**config.mk**
```make
export PLATFORM = sky130hd
export DESIGN_NAME = exe_forward_scheduler
export DESIGN_NICKNAME = d
export VERILOG_FILES = /design/src/rtl/exe_forward_scheduler.sv
export SDC_FILE = /design/constraint.sdc
export NUM_CORES = 1
export LEC_CHECK = 0
export ABC_AREA = 1
export BUFFER_PORTS_ARGS = -buffer_cell sky130_fd_sc_hd__buf_2
export CORE_ASPECT_RATIO = 0.9
export CORE_MARGIN = 3
export CORE_UTILIZATION = 50
export CTS_BUF_LIST = sky130_fd_sc_hd__clkbuf_4
export DETAILED_ROUTE_END_ITERATION = 10
export GPL_ROUTABILITY_DRIVEN = 0
export HOLD_SLACK_MARGIN = 0.05
export MAX_ROUTING_LAYER = met4
export PLACE_DENSITY = 0.74
export SLEW_MARGIN = 20
export SYNTH_ARGS = -nofsm -noshare
export SYNTH_HDL_FRONTEND = slang
export SYNTH_SLANG_ARGS = --single-unit
```
**constraint.sdc**
```tcl
create_clock -name clk -period 1.8 [get_ports clk]
set_input_delay 0.09 -clock clk [delete_from_list [all_inputs] [get_ports clk]]
set_output_delay 0.09 -clock clk [all_outputs]
set_load 0.01 [all_outputs]
```
**src/rtl/exe_forward_scheduler.sv**
```systemverilog
// Operand-forwarding scheduler for the EXE stage: tracks EXE/MEM destinations,
// registers next-cycle operand selects, raises load-use / no-forward stalls.
module exe_forward_scheduler #(
  parameter int REG_FILE_DEPTH = 4,
  parameter int CNT_WIDTH      = 16
) (
  input  logic                      clk,
  input  logic                      rst,
  input  logic                      fwd_en,
  input  logic                      id_valid,
  input  logic [REG_FILE_DEPTH-1:0] id_src1,
  input  logic [REG_FILE_DEPTH-1:0] id_src2,
  input  logic                      id_two_src,
  input  logic [REG_FILE_DEPTH-1:0] id_dst,
  input  logic                      id_wb_en,
  input  logic                      id_mem_read,
  input  logic                      flush,
  output logic                      hazard,
  output logic [1:0]                sel_src1,
  output logic [1:0]                sel_src2,
  output logic [CNT_WIDTH-1:0]      stall_count
);

  localparam logic [REG_FILE_DEPTH-1:0] PC_IDX = REG_FILE_DEPTH'(15);
  localparam logic [1:0] SEL_RF  = 2'b00;
  localparam logic [1:0] SEL_MEM = 2'b01;
  localparam logic [1:0] SEL_WB  = 2'b10;

  logic [REG_FILE_DEPTH-1:0] ex_dst_p1;
  logic                      ex_wb_en_p1;
  logic                      ex_mem_read_p1;
  logic [REG_FILE_DEPTH-1:0] mem_dst_p2;
  logic                      mem_wb_en_p2;

  logic m1_ex, m2_ex, m1_mem, m2_mem;
  logic any_ex, any_mem;
  logic accept;

  function automatic logic src_match(input logic [REG_FILE_DEPTH-1:0] src,
                                     input logic                      wb_en,
                                     input logic [REG_FILE_DEPTH-1:0] dst);
    return wb_en && (src != PC_IDX) && (src == dst);
  endfunction

  function automatic logic [1:0] pick_sel(input logic fwd,
                                          input logic m_ex,
                                          input logic m_mem);
    if (!fwd)  return SEL_RF;
    if (m_ex)  return SEL_MEM;
    if (m_mem) return SEL_WB;
    return SEL_RF;
  endfunction

  function automatic logic [CNT_WIDTH-1:0] sat_inc(input logic [CNT_WIDTH-1:0] cnt);
    return (&cnt) ? cnt : cnt + CNT_WIDTH'(1);
  endfunction

  // ID stage (p0): compare sources against the EXE/MEM shadow state
  assign m1_ex   = src_match(id_src1, ex_wb_en_p1, ex_dst_p1);
  assign m2_ex   = id_two_src && src_match(id_src2, ex_wb_en_p1, ex_dst_p1);
  assign m1_mem  = src_match(id_src1, mem_wb_en_p2, mem_dst_p2);
  assign m2_mem  = id_two_src && src_match(id_src2, mem_wb_en_p2, mem_dst_p2);
  assign any_ex  = m1_ex || m2_ex;
  assign any_mem = m1_mem || m2_mem;

  always_comb begin
    hazard = 1'b0;
    if (id_valid && !flush) begin
      if (fwd_en) hazard = any_ex && ex_mem_read_p1;
      else        hazard = any_ex || any_mem;
    end
  end

  assign accept = id_valid && !flush && !hazard;

  // EXE (p1) / MEM (p2) boundary: shadow state, selects and stall counter
  always_ff @(posedge clk or negedge rst) begin
    if (!rst) begin
      ex_dst_p1      <= '0;
      ex_wb_en_p1    <= 1'b0;
      ex_mem_read_p1 <= 1'b0;
      mem_dst_p2     <= '0;
      mem_wb_en_p2   <= 1'b0;
      sel_src1       <= SEL_RF;
      sel_src2       <= SEL_RF;
      stall_count    <= '0;
    end else begin
      mem_dst_p2   <= ex_dst_p1;
      mem_wb_en_p2 <= ex_wb_en_p1;
      if (accept) begin
        ex_dst_p1      <= id_dst;
        ex_wb_en_p1    <= id_wb_en;
        ex_mem_read_p1 <= id_mem_read;
        sel_src1       <= pick_sel(fwd_en, m1_ex, m1_mem);
        sel_src2       <= pick_sel(fwd_en, m2_ex, m2_mem);
      end else begin
        ex_dst_p1      <= '0;
        ex_wb_en_p1    <= 1'b0;
        ex_mem_read_p1 <= 1'b0;
        sel_src1       <= SEL_RF;
        sel_src2       <= SEL_RF;
      end
      if (hazard) stall_count <= sat_inc(stall_count);
    end
  end

endmodule

```
# Yosys cells after proc, flatten, opt, wreduce, memory -nomap -nowiden
# Index checks and enable logic that the tools add are counted.
# word_totals
ff_bits,31
# op_classes
eq_ne,6
n_mux,34
n_addsub,1
n_reduce_logical,20
n_bitwise,1
# op_table
operator,n
2-to-1 mux 2 bit,13
2-to-1 mux 1 bit,20
adder 16 x 1 -> 16 bit (second input constant),1
equality test 4 bit,4
AND reduction 16 bit,1
logical AND 1 bit,13
!= test 4 bit (second input constant),2
2-to-1 mux 4 bit,1
logical OR 1 bit,3
logical NOT 1 bit,2
AND reduction 2 bit,1
inverter 1 bit,1

# Depth between registers and ports, before layout
# Gate-level depths: netlist of run 1.
# logic_depth
ltp_word,20
depth_mapped,12

# Worst setup path after synthesis of run 1
# Ideal clock, no wire load.
# synth_timing
kind,reg-to-reg
start,reg stall_count[0]
end,reg stall_count[2]
required_ns,1.683
setup_time_ns,0.117
synth_period_minus_slack_ns,1.675
arrival_ns,1.558
path_stages_with_launch,9
slack_ns,0.125
path_cell_list,dfrtp_1 ha_1 nand3_2 nor2_4 nand3_2 nand3b_4 buf_2 nand4_1 nand2_1
# synth_between
elab_chain_len,3
word_cells_on_any_way,4
cone_classes,1 x add/sub; 1 x bitwise; 2 x reduce/logical
# synth_rtl
item,line,text
start: declaration,21,output logic [CNT_WIDTH-1:0] stall_count
start signal: assignment,103,if (hazard) stall_count <= sat_inc(stall_count);
branches (longest 3 deep; another with adder 16 x 1 -> 16 bit),--,
# Parallel ways; which one is timed is not known.
# A chain may end at the register's enable or synchronous reset.

# Worst setup path in the final report of run 1
# layout_timing
start,reg mem_dst_p2[3]
end,out hazard
# layout_between
elab_chain_len,7
word_cells_on_any_way,9
cone_classes,2 x eq/ne; 2 x mux; 5 x reduce/logical
# layout_rtl
item,line,text
start: declaration,32,logic [REG_FILE_DEPTH-1:0] mem_dst_p2;
start signal: assignment,88,mem_dst_p2 <= ex_dst_p1;
equality test 4 bit,42,return wb_en && (src != PC_IDX) && (src == dst);
logical AND 1 bit,42,
logical AND 1 bit,62,"assign m2_mem = id_two_src && src_match(id_src2, mem_wb_en_p2, mem_dst_p2);"
logical OR 1 bit (*),64,assign any_mem = m1_mem || m2_mem;
logical OR 1 bit (*),70,else hazard = any_ex || any_mem;
2-to-1 mux 1 bit (*),69,if (fwd_en) hazard = any_ex && ex_mem_read_p1;
2-to-1 mux 1 bit (*),68,if (id_valid && !flush) begin
end: declaration,18,"output logic hazard,"
# Mark *: on every way between the ends. The rest lies on a longest branch, timed or not.

==> impl_metrics.tcl, run 1 <==
set metrics [dict create \
    status "completed" \
    ant_nets 0 \
    worstSkewPairLatency_ns 0.35 \
    cts_buffers 5 \
    fin_crit_sh_pct 99.6 \
    ys_types 22 \
    ys_seq_elements 31 \
    cp_cell_sequence "inv_1 > nand2_1 > nand2_1 > nor2_1 > nand3_1 > nand2_1 > nand2_1 > nand2_4 > inv_2 > nor3_2 > buf_2" \
    cts_sinks 31 \
    powerDensity_nw_per_um2 547 \
    hold_path.class "primary input to register" \
    routed_wirelength_mm 4.40 \
    maxCapViolCount 0 \
    antenna_found_initial 0 \
    grt_usage_pct 20.2 \
    syn_to_final_growth_pct 26.1 \
    cts.clk_slew.worst_paths_ns 0.11 \
    mostFrequentLayoutCells "nand2_1, buf_2, nor2_1" \
    place_area_sq_um 2130 \
    core-area_sq_um 3480 \
    slew_viol_final 0 \
    synth_top_cell_area_share_pct 41.4 \
    max_clock_freq_mhz 558 \
    grt_max_degree 32 \
    nets 353 \
    vdd_drop_max_mv 0.517 \
    postSynthAreaPerCell_sq_um 7.02 \
    die_height_um 64.1 \
    synth_fp_nets 288 \
    rows 20 \
    hold_viol 0 \
    io_pins 41 \
    multiInputGateArea_sq_um 967 \
    min_period_ns 1.79 \
    critPathCaptureType "primary output" \
    yosys_warnings 0 \
    p_int_mw 0.928 \
    synth_top_family_by_area "simple AND/OR/NAND/NOR gates" \
    num-fill-cells 309 \
    synthCells 267 \
    grt_pass1_vias 1556 \
    cp.arrival_ns 1.70 \
    worstPathRequired_ns 1.71 \
    viasPerCell 4.89 \
    pwr-share-seq_pct 56.0 \
    drt_iter0_drc 160 \
    dieArea_sq_um 4520 \
    cp_top_family "simple AND/OR/NAND/NOR gates" \
    die_w_um 70.5 \
    drive_gt1_share_pct 23.1 \
    finalSetupViolations 0 \
    synthMuxAreaShare_pct 0 \
    cts_max_path_buffers 2 \
    swShare_pct 28.2 \
    clock_skew_ns 0.0145 \
    synth.largest_area_cell "dfrtp_1" \
    portBuffers 40 \
    drc_errors 0 \
    synth_compound_area_share_pct 0.267 \
    htree_levels 2 \
    slowest_stage "dfrtp_1" \
    cpMostUsedCell "nand2_1" \
    fin_area_sq_um 2360 \
    grt_pass1_wl_mm 7.02 \
    num_antenna_cells 0 \
    synth_xor_area_share_pct 5.61 \
    p_leak_nw 1.34 \
    start_util_pct 53.8 \
    setup-tns-final_ns 0 \
    p_sw_mw 0.364 \
    synth_fa_ha_area_share_pct 0.668 \
    avgRoutedWirePerCell_um 11.7 \
    vias 1843 \
    clockRootBuffer "clkbuf_4" \
    cp-start-kind "register" \
    synthSimpleGateAreaFrac_pct 43.3 \
    rsz0062_at_grt "yes" \
    cp_slowest_stage_delay_ns 0.39 \
    synth_area_leaders "dfrtp_1, nand2_1, nor2_1, nand4_1, inv_1" \
    power_frac_clock_pct 31.2 \
    seqCellArea_sq_um 776 \
    layout.cells.most_common "nand2_1" \
    max-slew-margin-rel_pct 56.3 \
    syn_area_sq_um 1870 \
    worst-path-buf-inv 3 \
    ys_seq_area_share_pct 41.4 \
    worstPathMaxFanout 3 \
    tritoncts "done" \
    grt.overflow.total 0 \
    hpwlAfterDp_mm 3.08 \
    p_comb_share_pct 12.8 \
    drt_pass1_iterations 5 \
    worst_slew_pin_slew_ns 0.655 \
    worst-setup-path-type "register to primary output" \
]
## kinds of logic (layout without fill, tap and decap cells)
logic type | count (synthesis) | count (layout)
AOI/OAI and AO/OA | 1 | 1
buffers and inverters | 41 | 105
and+or+nand+nor | 181 | 183
adders and majority gates | 1 | 1
DFF | 31 | 31
xor gates and xnor gates | 12 | 12
## state kept, by name (all words and copies together) (netlist names)
register / cells
ex_mem_read_p1: 1
ex_wb_en_p1: 1
mem_wb_en_p2: 1
stall_count: 16
sel_src2: 2
mem_dst_p2: 4
ex_dst_p1: 4
sel_src1: 2
## worst register-to-register path: cells and delay by family (launching register included)
family	cells	cell delay, ns
simple gates	10	1.01
flops	1	0.39
buf+inv	2	0.20
## final timing paths
check                      depth (start not counted)     startpoint  slack, ns         endpoint
min reg2reg                                        0   ex_dst_p1[2]       0.42    mem_dst_p2[2]
max in group asynchronous                          2            rst       1.08  stall_count[14]
max reg2reg                                       12  mem_dst_p2[3]       0.10  stall_count[14]
min                                                3         fwd_en       0.06      sel_src2[1]
max                                               11  mem_dst_p2[3]      0.007           hazard
min in group asynchronous                          2            rst       0.29    mem_dst_p2[0]
## power groups by stage
stage          Sequential, mW  Combinational [mW]  Clock, mW
4_1_cts                 0.723               0.159      0.408
2_1_floorplan           0.739              0.0688          0
3_3_place_gp            0.736               0.141          0
5_1_grt                 0.725               0.188      0.437
3_5_place_dp            0.737               0.143          0
6_report                0.724               0.166      0.403
## metal layers
metal  track usage [%]  wire length [um]  vias up
met3              4.40               378        6
met1              28.2              2140      793
met4              7.18                51        0
met2              28.9              1830       73
met5                 -                 0        -
li1                  -                 -      971
## Yosys cell counts, drive strengths merged
cell	n
o21ai	1
nand3	14
ha	1
xor2	10
xnor2	2
nor3	6
dfrtp	31
buf	3
inv	35
clkinv	2
nand4	20
nor2	38
clkbuf	1
or2	1
nand2	101
nand3b	1
## timing repair
action	in CTS	in global routing
gates resized for setup	1	5
pin swaps	1	8
buffers inserted	8	2
cloned	0	2
setup endpoints to repair	1	19
hold buffers	7	0
endpoints found under the hold margin	37	0
## through the flow
stage	power, mW	worst slack [ns]	instances	hold WS [ns]	util [%]
after floorplan	0.807	0.125	267	-0.206	-
final	1.29	0.00675	377	0.0583	67.9
after CTS	1.29	0.00953	374	0.0592	66.8
after global placement	0.878	0.165	351	0.160	61.3
after detailed placement	0.879	0.0970	351	0.161	61.3
after global routing	1.35	-0.0844	377	0.109	67.9
## layout make-up
type	count	share of cell area [%]
clock buffers	5	1.59
multi-input cells	197	40.9
flip-flops and latches	31	32.8
clock inverters	3	0.847
repair buffers	60	15.6
well taps	44	2.33
inverters	37	5.88
No activity file was read; power rests on OpenSTA's default activity.
==> run 2: changes to the inputs <==
PLACE_DENSITY = 0.77   (was 0.74)
==> run 2 against run 1 <==
Compared with the run above: die area unchanged; setup slack improved by 0.021 ns; maximum frequency is 1.2% higher; hold slack gained 0.041 ns; first-iteration DRC count down 5.6%; critical path depth is the same; critical path type unchanged; critical endpoint unchanged; largest cell class unchanged; largest power group unchanged; highest routed layer unchanged.
==> impl_metrics.tcl, run 2 (synthesized netlist as in run 1, its figures left out) <==
set metrics [dict create \
    hold_viol 0 \
    cp_slowest_stage_delay_ns 0.40 \
    die_height_um 64.1 \
    cp_cell_sequence "buf_4 > nand2_1 > nand2_1 > nor2_1 > nand3_1 > nand2_1 > nand2_1 > nand2_4 > inv_2 > nor3_2 > buf_2" \
    drt_pass1_iterations 4 \
    clockRootBuffer "clkbuf_4" \
    portBuffers 40 \
    num_antenna_cells 0 \
    avgRoutedWirePerCell_um 12.4 \
    p_total_mw 1.29 \
    grt_pass1_vias 1669 \
    rows 20 \
    slowest_stage "dfrtp_1" \
    p_leak_nw 1.36 \
    worst_slew_pin_slew_ns 0.697 \
    worst-setup-path-type "register to primary output" \
    critPathCaptureType "primary output" \
    largest-register "stall_count" \
    setup-tns-final_ns 0 \
    grt.overflow.total 0 \
    drc_errors 0 \
    die_w_um 70.5 \
    vias 1897 \
    core-area_sq_um 3480 \
    rsz0062_at_grt "yes" \
    mostFrequentLayoutCells "nand2_1, buf_2, nor2_1" \
    io_pins 41 \
    powerDensity_nw_per_um2 540 \
    start_util_pct 53.8 \
    drive_gt1_share_pct 23.4 \
    worstPathRequired_ns 1.71 \
    ant_nets 0 \
    status "completed" \
    tritoncts "done" \
    antenna_found_initial 0 \
    viasPerCell 5.03 \
    grt_usage_pct 21.5 \
    htree_levels 2 \
    finalSetupViolations 0 \
    nets 353 \
    layout.cells.most_common "nand2_1" \
    final_cells 377 \
    multiInputGateArea_sq_um 981 \
    num-fill-cells 309 \
    grt_pass1_wl_mm 7.65 \
    hold_path.class "primary input to register" \
    largest_reg_flops 16 \
    worst-path-buf-inv 3 \
    hpwlAfterDp_mm 3.26 \
    dpl.cell_count 352 \
    syn_to_final_growth_pct 27.1 \
    min_period_ns 1.77 \
    fin_crit_sh_pct 98.4 \
    drt_iter0_drc 151 \
    cp_top_family "simple AND/OR/NAND/NOR gates" \
    max-slew-margin-rel_pct 53.5 \
    cts_max_path_buffers 2 \
    finish.utilization_pct 68.4 \
    worstSkewPairLatency_ns 0.33 \
    cts.clk_slew.worst_paths_ns 0.11 \
    cpMostUsedCell "nand2_1" \
    clock_skew_ns 0.0137 \
    reg_top3 "stall_count x16, ex_dst_p1 x4, mem_dst_p2 x4" \
    grt_max_degree 32 \
    worstPathMaxFanout 3 \
    vdd_drop_max_mv 0.507 \
    routed_wirelength_mm 4.68 \
    seqCellArea_sq_um 776 \
    max_clock_freq_mhz 564 \
    cp.arrival_ns 1.68 \
    dieArea_sq_um 4520 \
    cts_sinks 31 \
    maxCapViolCount 0 \
    cp-start-kind "register" \
    slew_viol_final 0 \
    cts_buffers 5 \
]
[run 2: per-stage QoR]
step | hold WS (ns) | cell area [sq um] | setup WS (ns)
final | 0.0994 | 2380 | 0.0279
after global routing | 0.105 | 2380 | -0.0923
after CTS | 0.0898 | 2330 | 0.00908
after detailed placement | 0.170 | 2140 | 0.0987
after global placement | 0.168 | 2140 | 0.169
after floorplan | -0.206 | 1870 | 0.125
[run 2: area by class of cell]
class	count	area share [%]
multi-input cells	197	41.2
well taps	44	2.31
clock inverters	3	0.841
clock buffers	5	1.58
flip-flops and latches	31	32.6
inverters	37	5.84
repair buffers	60	15.6
[run 2: power by group]
part / switching [mW] / internal, mW / leakage (nW)
clock: 0.250 / 0.149 / 0.0272
sequential: 0.0121 / 0.711 / 0.427
combinational: 0.0976 / 0.0657 / 0.907
total: 0.360 / 0.925 / 1.36
[run 2: path summary, 6_finish.rpt]
| path | from | to | slack, ns | depth (start not counted) |
|---|---|---|---|---|
| worst max-delay path | ex_dst_p1[3] | hazard | 0.03 | 11 |
| worst min-delay path | fwd_en | sel_src1[1] | 0.1 | 3 |
| worst max register to register | ex_dst_p1[3] | stall_count[14] | 0.11 | 12 |
| worst min register to register | ex_dst_p1[0] | mem_dst_p2[0] | 0.44 | 0 |
| max in group asynchronous | rst | stall_count[11] | 1.01 | 2 |
| min in group asynchronous | rst | mem_dst_p2[1] | 0.33 | 2 |
[run 2: routing by layer]
layer | wire length, um | up-vias | track usage [%]
met5 | 0 | - | -
li1 | - | 963 | -
met1 | 2240 | 876 | 30.6
met4 | 30 | 0 | 3.83
met2 | 2140 | 54 | 32.4
met3 | 275 | 4 | 4.25
[run 2: tightest hold or removal path, stage by stage]
cell	delay, ns
buf_2	0.11
nand3_1	0.14
nor2_1	0.06
[run 2: timing repair]
item                                    4_1_cts  5_1_grt
pin swaps                                     4        3
gates cloned                                  0        2
hold buffers                                  7        0
hold endpoints to repair                     37        0
setup buffers                                 8        1
endpoints found under the setup margin        1       19
resized for setup                             1        7
==> run 3: changes to the inputs <==
ABC_AREA = unset   (was 1)
PLACE_DENSITY = 0.79   (was 0.77)
==> run 3 against run 2 <==
Compared with the run above: the flow now finishes with violations (setup timing); largest cell class unchanged; sequential share of layout area fell by 2.8 points; wire length rose by 23%; maximum frequency fell by 20%; final cell count fell by 25%; synthesized cell count fell by 45%; first-iteration DRC count rose by 54%; core utilization rose by 17 points; sequential cell count did not move; critical path type is now register to register.
==> impl_metrics.tcl, run 3 <==
set metrics [dict create \
    worstSkewPairLatency_ns 0.35 \
    hpwlAfterDp_mm 3.05 \
    p_comb_share_pct 14.1 \
    maxCapViolCount 0 \
    synth_xor_area_share_pct 14.5 \
    cts.clk_slew.worst_paths_ns 0.11 \
    avgRoutedWirePerCell_um 20.4 \
    nets 261 \
    yosys_warnings 0 \
    drt_pass1_iterations 5 \
    largest_reg_flops 16 \
    start_util_pct 52.8 \
    worst-setup-path-type "register to register" \
    portBuffers 40 \
    grt_pass1_vias 1535 \
    worstPathMaxFanout 8 \
    grt_pass1_wl_mm 7.66 \
    min_period_ns 2.21 \
    die_w_um 66.2 \
    syn_area_sq_um 1630 \
    r2r_cells 9 \
    ys_seq_elements 31 \
    power_frac_clock_pct 31.1 \
    cp-start-kind "register" \
    grt_max_degree 32 \
    drive_gt1_share_pct 58.1 \
    io_pins 41 \
    reg2reg_setup_slack_ns -0.41 \
    num_antenna_cells 0 \
    synthCells 146 \
    violations "setup timing" \
    cts_max_path_buffers 2 \
    clockRootBuffer "clkbuf_4" \
    synth_commonest_cells "dfrtp_1, xor2_1, inv_1" \
    slew_viol_final 0 \
    core-area_sq_um 3090 \
    cts_buffers 5 \
    ys_types 32 \
    clock_skew_ns 0.0155 \
    dieArea_sq_um 3990 \
    cts_sinks 31 \
    max_clock_freq_mhz 452 \
    rows 19 \
    drc_errors 0 \
    tritoncts "done" \
    p_leak_nw 1.21 \
    viasPerCell 5.78 \
    status "finished with violations" \
    postSynthAreaPerCell_sq_um 11.2 \
    synth_top_family_by_area "simple AND/OR/NAND/NOR gates" \
    r2r_end "stall_count[5]" \
    finish.utilization_pct 85.0 \
    synth_most_common_cell "dfrtp_1" \
    p_sw_mw 0.377 \
    fin_hold_ws_ns 0.271 \
    hold_viol 0 \
    max-slew-margin-rel_pct 53.1 \
    ant_nets 0 \
    layout.cells.most_common "buf_2" \
    routed_wirelength_mm 5.77 \
    critPathCaptureType "register" \
    synth_area_leaders "dfrtp_1, xor2_1, xnor2_1, nand3_1, a211oi_1" \
    vias 1636 \
    hp-start "id_src1[2]" \
    swShare_pct 28.3 \
    ys_seq_area_share_pct 47.5 \
    synthMuxAreaShare_pct 1.99 \
    worst_slew_pin_slew_ns 0.704 \
    htree_levels 2 \
    largest-register "stall_count" \
    p_int_mw 0.957 \
    regToRegStartpoint "ex_dst_p1[0]" \
    synth_fa_ha_area_share_pct 0.766 \
    cp.arrival_ns 2.49 \
    fin_crit_sh_pct 123 \
    place_ws_ns -0.482 \
    antenna_found_initial 0 \
    worstHoldPathCells 5 \
    whs_endpoint "sel_src1[1]" \
    powerDensity_nw_per_um2 508 \
    reg_top3 "stall_count x16, ex_dst_p1 x4, mem_dst_p2 x4" \
    layout_setup_ws_ns -0.414 \
    worstPathRequired_ns 2.08 \
    ys_async_sr_fraction_pct 100 \
    synth_compound_area_share_pct 13.0 \
    rsz0062_at_grt "yes" \
    synth_fp_nets 167 \
    drt_iter0_drc 232 \
    p_total_mw 1.33 \
    setup-tns-final_ns -6.12 \
    ys.flop_type "dfrtp_1" \
    grt.overflow.total 0 \
    hold_path.class "primary input to register" \
    pwr-share-seq_pct 54.8 \
    mostFrequentLayoutCells "buf_2, buf_4, dfrtp_1" \
    syn_to_final_growth_pct 60.8 \
    synth_edf_count 0 \
    grt_usage_pct 27.5 \
    die_height_um 60.2 \
    synth_top_cell_area_share_pct 47.5 \
    synthSimpleGateAreaFrac_pct 18.4 \
    finalSetupViolations 27 \
    vdd_drop_max_mv 0.534 \
    synth.largest_area_cell "dfrtp_1" \
]
[run 3: power by group through the flow]
stage	Sequential [mW]	Clock, mW	Combinational, mW
final	0.731	0.415	0.188
after detailed placement	0.741	0	0.137
after global placement	0.739	0	0.128
after CTS	0.727	0.400	0.161
after floorplan	0.743	0	0.0573
after global routing	0.732	0.447	0.201
[run 3: worst max path at each step]
stage / cells after the start / start / to / slack (ns)
floorplan: 5 / ex_dst_p1[1] / stall_count[12] / -0.23
global placement: 8 / ex_dst_p1[3] / stall_count[10] / -0.36
detailed placement: 7 / mem_dst_p2[2] / stall_count[5] / -0.48
CTS: 8 / ex_dst_p1[3] / hazard / -0.36
global route: 9 / ex_dst_p1[1] / stall_count[5] / -0.54
finish: 9 / ex_dst_p1[0] / stall_count[5] / -0.41
[run 3: cell type report]
type	count	area [sq um]
clock buffers	6	45.0
clock inverters	2	8.76
fillers	150	464
inverters	14	52.6
multi-input cells	99	1060
flip-flops and latches	31	782
well taps	42	52.6
repair buffers	89	627
[run 3: metrics by stage]
step                      cells  instance area [sq um]
after global routing        283                   2630
after global placement      256                   2130
after floorplan             146                   1670
final                       283                   2630
after detailed placement    256                   2130
after CTS                   277                   2440
[run 3: timing repair]
action                                  4_1_cts  5_1_grt
endpoints found under the setup margin       23       27
resized for setup                            28       24
hold endpoints to repair                     37        1
hold buffers                                  7        1
buffers inserted                              7        6
pin swaps                                    13       13
[run 3: critical path: stages, from the launching register on]
cell	delay, ns
dfrtp_1	0.43
xnor2_1	0.18
nand4_1	0.21
a21oi_4	0.24
buf_6	0.14
o21ai_4	0.12
buf_12	0.16
a2111oi_4	0.35
buf_4	0.18
xor2_1	0.15
[run 3: cell families (layout without fill, tap and decap cells)]
| group | after synthesis | after routing |
|---|---|---|
| AO/OA/AOI/OAI | 21 | 21 |
| multiplexers | 3 | 3 |
| AND/OR/NAND/NOR | 47 | 47 |
| XOR/XNOR | 27 | 27 |
| flip-flops | 31 | 31 |
| adder cells (fa/ha/maj) | 1 | 1 |
| buffers and inverters | 16 | 111 |
[run 3: per-layer routing]
layer / GRT usage (%) / share of wire, % / vias to the layer above
li1: - / - / 694
met1: 32.6 / 41 / 808
met2: 44.1 / 48 / 106
met3: 8.83 / 7.1 / 28
met4: 10.1 / 3.9 / 0
met5: - / 0 / -
